### src/rtl/char_seq_pkg.sv
// Shared definitions for the character column sequencer: FSM encoding,
// column geometry and the idle character value.
package char_seq_pkg;

    typedef enum logic [2:0] {
        S_IDLE     = 3'd0,
        S_FETCH    = 3'd1,
        S_WAIT_ROM = 3'd2,
        S_LOAD     = 3'd3,
        S_EMIT     = 3'd4,
        S_DONE     = 3'd5
    } state_t;

    localparam int         COLS_PER_CHAR = 6;
    localparam logic [2:0] SPACER_KEY    = 3'b101;
    localparam logic [7:0] BLANK_CHAR    = 8'h20;

    // A requested message length never exceeds the buffer depth.
    function automatic int clamp_len(input int len, input int depth);
        return (len > depth) ? depth : len;
    endfunction

endpackage

### src/rtl/char_msg_buffer.sv
// Host-written message store: DEPTH x 8, synchronous write, asynchronous read.
// Contents are deliberately not reset so a message survives a sequencer reset.
module char_msg_buffer #(
    parameter int DEPTH = 16,
    parameter int AW    = 4
) (
    input  logic          clk,
    input  logic          wr_en,
    input  logic [AW-1:0] wr_addr,
    input  logic [7:0]    wr_data,
    input  logic [AW-1:0] rd_addr,
    output logic [7:0]    rd_data
);

    logic [7:0] mem [DEPTH];

    always_ff @(posedge clk) begin
        if (wr_en) begin
            mem[wr_addr] <= wr_data;
        end
    end

    assign rd_data = mem[rd_addr];

endmodule

### src/rtl/char_column_sequencer.sv
// Streams a buffered text message as 8-bit font columns (6 per character,
// the last being the blank spacer). Build option CHAR_SEQ_LOOP_EN repeats
// the message forever instead of finishing with a done pulse.
//
// Column handshake: col_data/col_last are valid while col_valid is high and
// are held stable until the cycle in which col_valid && col_ready; that
// cycle transfers the column. A column is never withdrawn except by abort/rst.
module char_column_sequencer
    import char_seq_pkg::*;
#(
    parameter int DEPTH   = 16,
    parameter int AW      = 4,
    parameter int ROM_LAT = 1
) (
    input  logic          clk,
    input  logic          rst,
    input  logic          wr_en,
    input  logic [AW-1:0] wr_addr,
    input  logic [7:0]    wr_data,
    input  logic [AW:0]   msg_len,
    input  logic          start,
    input  logic          abort,
    output logic          busy,
    output logic          done,
    output logic [7:0]    char_out,
    output logic [2:0]    key_out,
    input  logic [7:0]    enc_col,
    output logic [7:0]    col_data,
    output logic          col_valid,
    input  logic          col_ready,
    output logic          col_last,
    output logic [2:0]    dbg_state
);

    localparam int         LW       = AW + 1;
    localparam logic [2:0] CNT_INIT = 3'(ROM_LAT);

`ifdef CHAR_SEQ_LOOP_EN
    localparam bit LOOP_EN = 1'b1;
`else
    localparam bit LOOP_EN = 1'b0;
`endif

    state_t        state_q, state_d;
    logic [AW-1:0] idx_q;
    logic [LW-1:0] len_q;
    logic [2:0]    cnt_q;
    logic [LW-1:0] start_len;
    logic [7:0]    buf_rd_data;
    logic          buf_we;
    logic          last_char;
    logic          handshake;

    assign start_len = LW'(clamp_len(int'(msg_len), DEPTH));
    assign last_char = ({1'b0, idx_q} == (len_q - 1'b1));
    assign handshake = col_valid && col_ready;
    assign buf_we    = wr_en && (state_q == S_IDLE);

    char_msg_buffer #(
        .DEPTH (DEPTH),
        .AW    (AW)
    ) u_buf (
        .clk     (clk),
        .wr_en   (buf_we),
        .wr_addr (wr_addr),
        .wr_data (wr_data),
        .rd_addr (idx_q),
        .rd_data (buf_rd_data)
    );

    always_ff @(posedge clk) begin
        if (rst) begin
            state_q <= S_IDLE;
        end else begin
            state_q <= state_d;
        end
    end

    always_comb begin
        state_d = state_q;
        unique case (state_q)
            S_IDLE: begin
                if (start) begin
                    state_d = (start_len == '0) ? S_DONE : S_FETCH;
                end
            end
            S_FETCH:    state_d = (ROM_LAT == 0) ? S_LOAD : S_WAIT_ROM;
            S_WAIT_ROM: if (cnt_q <= 3'd1) state_d = S_LOAD;
            S_LOAD:     state_d = S_EMIT;
            S_EMIT: begin
                if (handshake) begin
                    if (key_out < SPACER_KEY) begin
                        state_d = S_LOAD;
                    end else if (!last_char || LOOP_EN) begin
                        state_d = S_FETCH;
                    end else begin
                        state_d = S_DONE;
                    end
                end
            end
            S_DONE:  state_d = S_IDLE;
            default: state_d = S_IDLE;
        endcase
        if (abort) begin
            state_d = S_IDLE;
        end
    end

    // Datapath registers; abort drops any in-flight column.
    always_ff @(posedge clk) begin
        if (rst) begin
            idx_q     <= '0;
            len_q     <= '0;
            cnt_q     <= '0;
            char_out  <= BLANK_CHAR;
            key_out   <= '0;
            col_data  <= '0;
            col_valid <= 1'b0;
            col_last  <= 1'b0;
        end else if (abort) begin
            col_valid <= 1'b0;
            col_last  <= 1'b0;
        end else begin
            unique case (state_q)
                S_IDLE: begin
                    if (start) begin
                        len_q <= start_len;
                        idx_q <= '0;
                    end
                end
                S_FETCH: begin
                    char_out <= buf_rd_data;
                    key_out  <= '0;
                    cnt_q    <= CNT_INIT;
                end
                S_WAIT_ROM: cnt_q <= cnt_q - 3'd1;
                S_LOAD: begin
                    col_data  <= enc_col;
                    col_valid <= 1'b1;
                    col_last  <= (key_out == SPACER_KEY) && last_char;
                end
                S_EMIT: begin
                    if (handshake) begin
                        col_valid <= 1'b0;
                        col_last  <= 1'b0;
                        if (key_out < SPACER_KEY) begin
                            key_out <= key_out + 3'd1;
                        end else if (!last_char) begin
                            idx_q <= idx_q + 1'b1;
                        end else if (LOOP_EN) begin
                            idx_q <= '0;
                        end
                    end
                end
                default: ;
            endcase
        end
    end

    always_comb begin
        busy      = (state_q != S_IDLE);
        done      = (state_q == S_DONE);
        dbg_state = state_q;
    end

endmodule
### config.mk
export PLATFORM = sky130hd
export DESIGN_NAME = char_column_sequencer
export DESIGN_NICKNAME = d
export VERILOG_FILES = /design/src/rtl/char_seq_pkg.sv /design/src/rtl/char_msg_buffer.sv /design/src/rtl/char_column_sequencer.sv
export SDC_FILE = /design/constraint.sdc
export NUM_CORES = 1
export LEC_CHECK = 0
export CORE_MARGIN = 5
export CORE_UTILIZATION = 45
export CTS_BUF_LIST = sky130_fd_sc_hd__clkbuf_8
export DETAILED_ROUTE_END_ITERATION = 16
export DONT_BUFFER_PORTS = 1
export HOLD_SLACK_MARGIN = 0.12
export SLEW_MARGIN = 15
export SYNTH_ARGS = -nofsm -noshare
export SYNTH_HDL_FRONTEND = slang
export SYNTH_SLANG_ARGS = --single-unit
export TNS_END_PERCENT = 30
### constraint.sdc
create_clock -name clk -period 5.9 [get_ports clk]
set_clock_uncertainty 0.1 [all_clocks]
set_input_delay 0.59 -clock clk [delete_from_list [all_inputs] [get_ports clk]]
set_output_delay 0.59 -clock clk [all_outputs]
set_load 0.01 [all_outputs]
# Word level (Yosys, flattened, before mapping)
# Memories as Yosys holds them, arrays and structs flattened. A register that Yosys moved wholly into a read port is not among the register bits.
# Index checks and enable logic that the tools add are counted.
# word_totals
register_bits	28
mem_bits_rw	128
inputBits	31
mem_count	1
# classes
add_sub_neg	4
magnitude_cmp	3
eq_ne	13
muxes	22
bitwise	1
n_reduce_logical	19
# memory_table
memory	depth	word_bits	read_ports	rd_ports_with_merged_regs	write_ports	line	rtl
u_buf.mem	16	8	1	1	1	char_msg_buffer.sv:15	logic [7:0] mem [DEPTH];
# ops
op	count
$mux 3	8
$mux 4	4
$pmux 3 s5	1
$ne 2x2->1 const B	6
$pmux 3 s2	2
$eq 3x3->1 const B	3
$pmux 4 s2	1
$reduce_and 2->1	4
$reduce_bool 2->1	4
$eq 3x2->1 const B	2
$reduce_and 3->1	2
$reduce_and 6->1	1
$eq 4x5->1	1
$gt 5x5->1 const B	1
$logic_not 5->1	1
$mux 5	1
$sub 5x1->5 const B	1
$add 4x1->4 const B	1
$pmux 1 s2	2
$reduce_and 4->1	1
$add 3x1->3 const B	1
$eq 3x1->1 const B	1
$le 3x1->1 const B	1
$logic_and 1x1->1	3
7 further kinds	9

# Depth between registers and ports, before layout
# logic_depth
word_depth	6
depth_mapped	7
ltp_nobuf	7

# By module
# A second synthesis with hierarchy kept.
# hier_totals
cells_unflattened	449
area_unflattened_um2	6850.3
# modules_own_cells
mod	instances	cells_per_inst	area_per_inst_um2	seq_area_each_um2
char_msg_buffer	1	221	4987.3	3843.7
char_column_sequencer	1	228	1863.0	720.7

# Least setup slack after synthesis
# No wires, ideal clock.
# synth_timing
path_type	reg-to-reg
startpoint	reg state_q[2], in the netlist dbg_state[2]
endpoint	mem u_buf.mem[0][0], enable pin
arrival_ns	1.968
slack_ns	3.448
path_stages_with_launch	6
period_less_slack_ns	2.452
path_cell_list	dfxtp_1 > clkbuf_1 > nor3_1 > nand2_1 > or3_1 > nor3_1
# synth_between
elab_chain_len	4
# synth_lines
element	line	rtl
start: declaration	char_column_sequencer.sv:44	state_t state_q, state_d;
start signal: assignment	char_column_sequencer.sv:75	state_q <= state_d;
$logic_not 3->1	char_column_sequencer.sv:57	assign buf_we = wr_en && (state_q == S_IDLE);
$logic_and 1x1->1	char_column_sequencer.sv:57	
$mux 1	char_msg_buffer.sv:18	if (wr_en) begin
$mux 1 (not written as such)	char_msg_buffer.sv:19	mem[wr_addr] <= wr_data;
end: declaration	char_msg_buffer.sv:15	
# Every way passes these cells.

# Worst setup path after layout
# Ends and elaborated chain as after synthesis.

==> results.cfg <==
[job]
drv_cap = 0

[sta]
finalCritPeriodShare_pct = 54.3
final-hold-violation-count = 0
period_needed_ns = 3.21
setup_viol = 0
timing.hold.ws_ns = 0.169
rsz0062_at_grt = no
slew_violations = 0
fin_setup_tns_ns = 0
worst_slew_pin_slew_ns = 1.09
relSlewSlack_pct = 27.0
fmax_ghz = 0.312

[critical_path]
critPathRequiredTime_ns = 5.87
rr_worst_depth = 4
cp.arrival_ns = 3.18
cp-end-kind = flip-flop
startpoint_type = flip-flop
path_max_fanout = 25
crit_type = flip-flop to flip-flop

[final_layout]
multi_input_area_sq_mm = 0.00213
drive_gt1_share_pct = 11.8
layout_commonest_cell = edfxtp_1
synthToLayoutAreaGrowth_pct = 10.1
nFillCells = 1271
seq_area_sq_mm = 0.00457
finalInstanceArea_sq_mm = 0.00755
fin_nets = 490
mostFrequentLayoutCells = edfxtp_1 (128), nand2_1 (39), dfxtp_1 (35)
diodes = 0

[yosys]
async_flop_share_pct = 0
ys_warn_count = 0
netlist_area_sq_mm = 0.00686
synth.ff_latch_count = 164
syn-num-nets = 480
ys.flop_type = edfxtp_1
synth.distinct_cells = 46
ys_seq_area_share_pct = 66.6
syn-mean-instance-area_sq_um = 15.5
synth_cells = 443
synth_edf_count = 128

[detailed_routing]
first_pass_iters = 5
antenna_left = 0
wl_per_cell_microns = 22.2
dr.first_iter.drc_count = 276
wl_met3_microns = 1150
vias = 3864
drt-met1-wl_microns = 6170
drc = 0
dr_wl_met2_microns = 7070
vias_per_cell = 5.91
routed_wirelength_microns = 14500
top_layer_used = met5

[min_path]
whs_path_depth = 2
min_path_type = primary input to flip-flop

[floorplan]
num_rows = 45
coreArea_sq_mm = 0.0151
die_w_microns = 133
start_util_pct = 45.4
num_io_pins = 57
dieArea_sq_mm = 0.0178
fp.dieH_microns = 133

[power_and_ir_drop]
worst_ir_drop_vdd_uv = 281
powerDensity_mw_per_mm2 = 297
leakagePower_uw = 0.00236

[clock_tree]
clk-insertion-delay-late_ns = 0.45
htreeDepth = 4
cts_resized = 0
clockBufferDepth = 2
cts_tree = done
cts_sinks = 164
cts_setup_buffers = 0
clk_pin_slew_ns = 0.09
numCtsBuffers = 17
clockRootBuffer = clkbuf_8

[placed_design]
gp_congestion = 0.829
dpl_cell_area_sq_mm = 0.00701
dp.final_hpwl_microns = 9560
numPortBuffers = 0

[outcome]
status = finished clean

[global_routing]
antenna_found_initial = 1
grt_max_degree = 32
track_usage_pct = 16.8
overflow = 0
grt_first_pass_wirelength_microns = 22300
grt_pass1_vias = 3816
[final timing paths]
check,startpoint,endpoint,slack [ns]
worst max register to register,dbg_state[2]$_SDFFE_PP0P_,u_buf.mem[0][0]$_DFFE_PP_,2.69
worst max-delay path,dbg_state[2]$_SDFFE_PP0P_,u_buf.mem[0][0]$_DFFE_PP_,2.69
worst min-delay path,enc_col[7],col_data[7]$_SDFFE_PP0P_,0.17
worst min register to register,cnt_q[2]$_SDFFE_PP0P_,cnt_q[2]$_SDFFE_PP0P_,0.42
[cells by family (layout without fill, tap and decap cells)]
family                     count (synthesis)  in the layout  synth area share (%)
xor gates and xnor gates                   6              6                 0.766
DFF                                      164            164                  66.6
buffers and inverters                     33             56                  2.34
adders and majority gates                  6              6                  1.09
and+or+nand+nor                          120            120                  8.21
muxes                                     44             44                  15.0
AOI/OAI and AO/OA                         70             70                  6.00
[flip-flops by register name, summed over array words and instances (netlist names)]
| signal | cells |
|---|---|
| char_out | 8 |
| cnt_q | 3 |
| col_data | 8 |
| col_last | 1 |
| col_valid | 1 |
| dbg_state | 3 |
| idx_q | 4 |
| key_out | 3 |
| len_q | 5 |
| u_buf.mem | 128 |
[worst max-delay path, stage by stage (launching register included)]
cell,delay (ns)
dfxtp_1,0.58
nor3_1,0.74
nand2_1,0.15
or3_1,0.40
nor3_1,0.85
[area by class of cell]
class | instances | area share (%)
Multi-Input combinational cell | 246 | 28.2
Inverter | 9 | 0.447
Clock inverter | 15 | 2.90
Sequential cell | 164 | 60.4
Tap cell | 188 | 3.11
Timing Repair Buffer | 15 | 1.76
Clock buffer | 17 | 3.10
[power by group]
group          internal [uW]  leakage (uW)  total, uW  switching [uW]
clock                    474      0.000215        909             435
combinational           21.1      0.000695       65.6            44.5
sequential              1260       0.00145       1270            8.41
[what timing repair did]
item,CTS,global route
endpoints found under the setup margin,0,0
hold buffers,10,0
hold endpoints to repair,159,0
[layer usage]
metal	vias up	GRT usage, %
met1	1958	22.0
met4	2	4.29
met5	-	0
met3	11	6.65
met2	135	26.6
li1	1758	-
[synth_stat cells, drive strengths merged, types with 4 or more instances]
library cell	instances	area (sq um)
a211oi	5	37.5
nor3	15	75.1
mux4	39	980
nor3b	5	37.5
mux2i	4	40.0
ha	6	75.1
inv	9	33.8
xnor2	4	35.0
nand3	6	30.0
edfxtp	128	3840
nand2b	9	56.3
nand2	39	146
clkbuf	17	67.6
buf	7	58.8
dfxtp	36	721
nor2	31	116
o21ai	20	100
a21oi	30	150
[through the flow]
stage	worst slack, ns	utilization (%)	instances	total power (uW)
6_report	2.69	50.1	654	2240
5_1_grt	2.45	50.1	654	2320
4_1_cts	2.74	50.1	654	2260
3_5_place_dp	2.75	46.4	612	1340
3_3_place_gp	2.95	46.4	612	1330
2_1_floorplan	3.45	-	443	1330
Note: power is estimated with default switching activity, not from simulation.
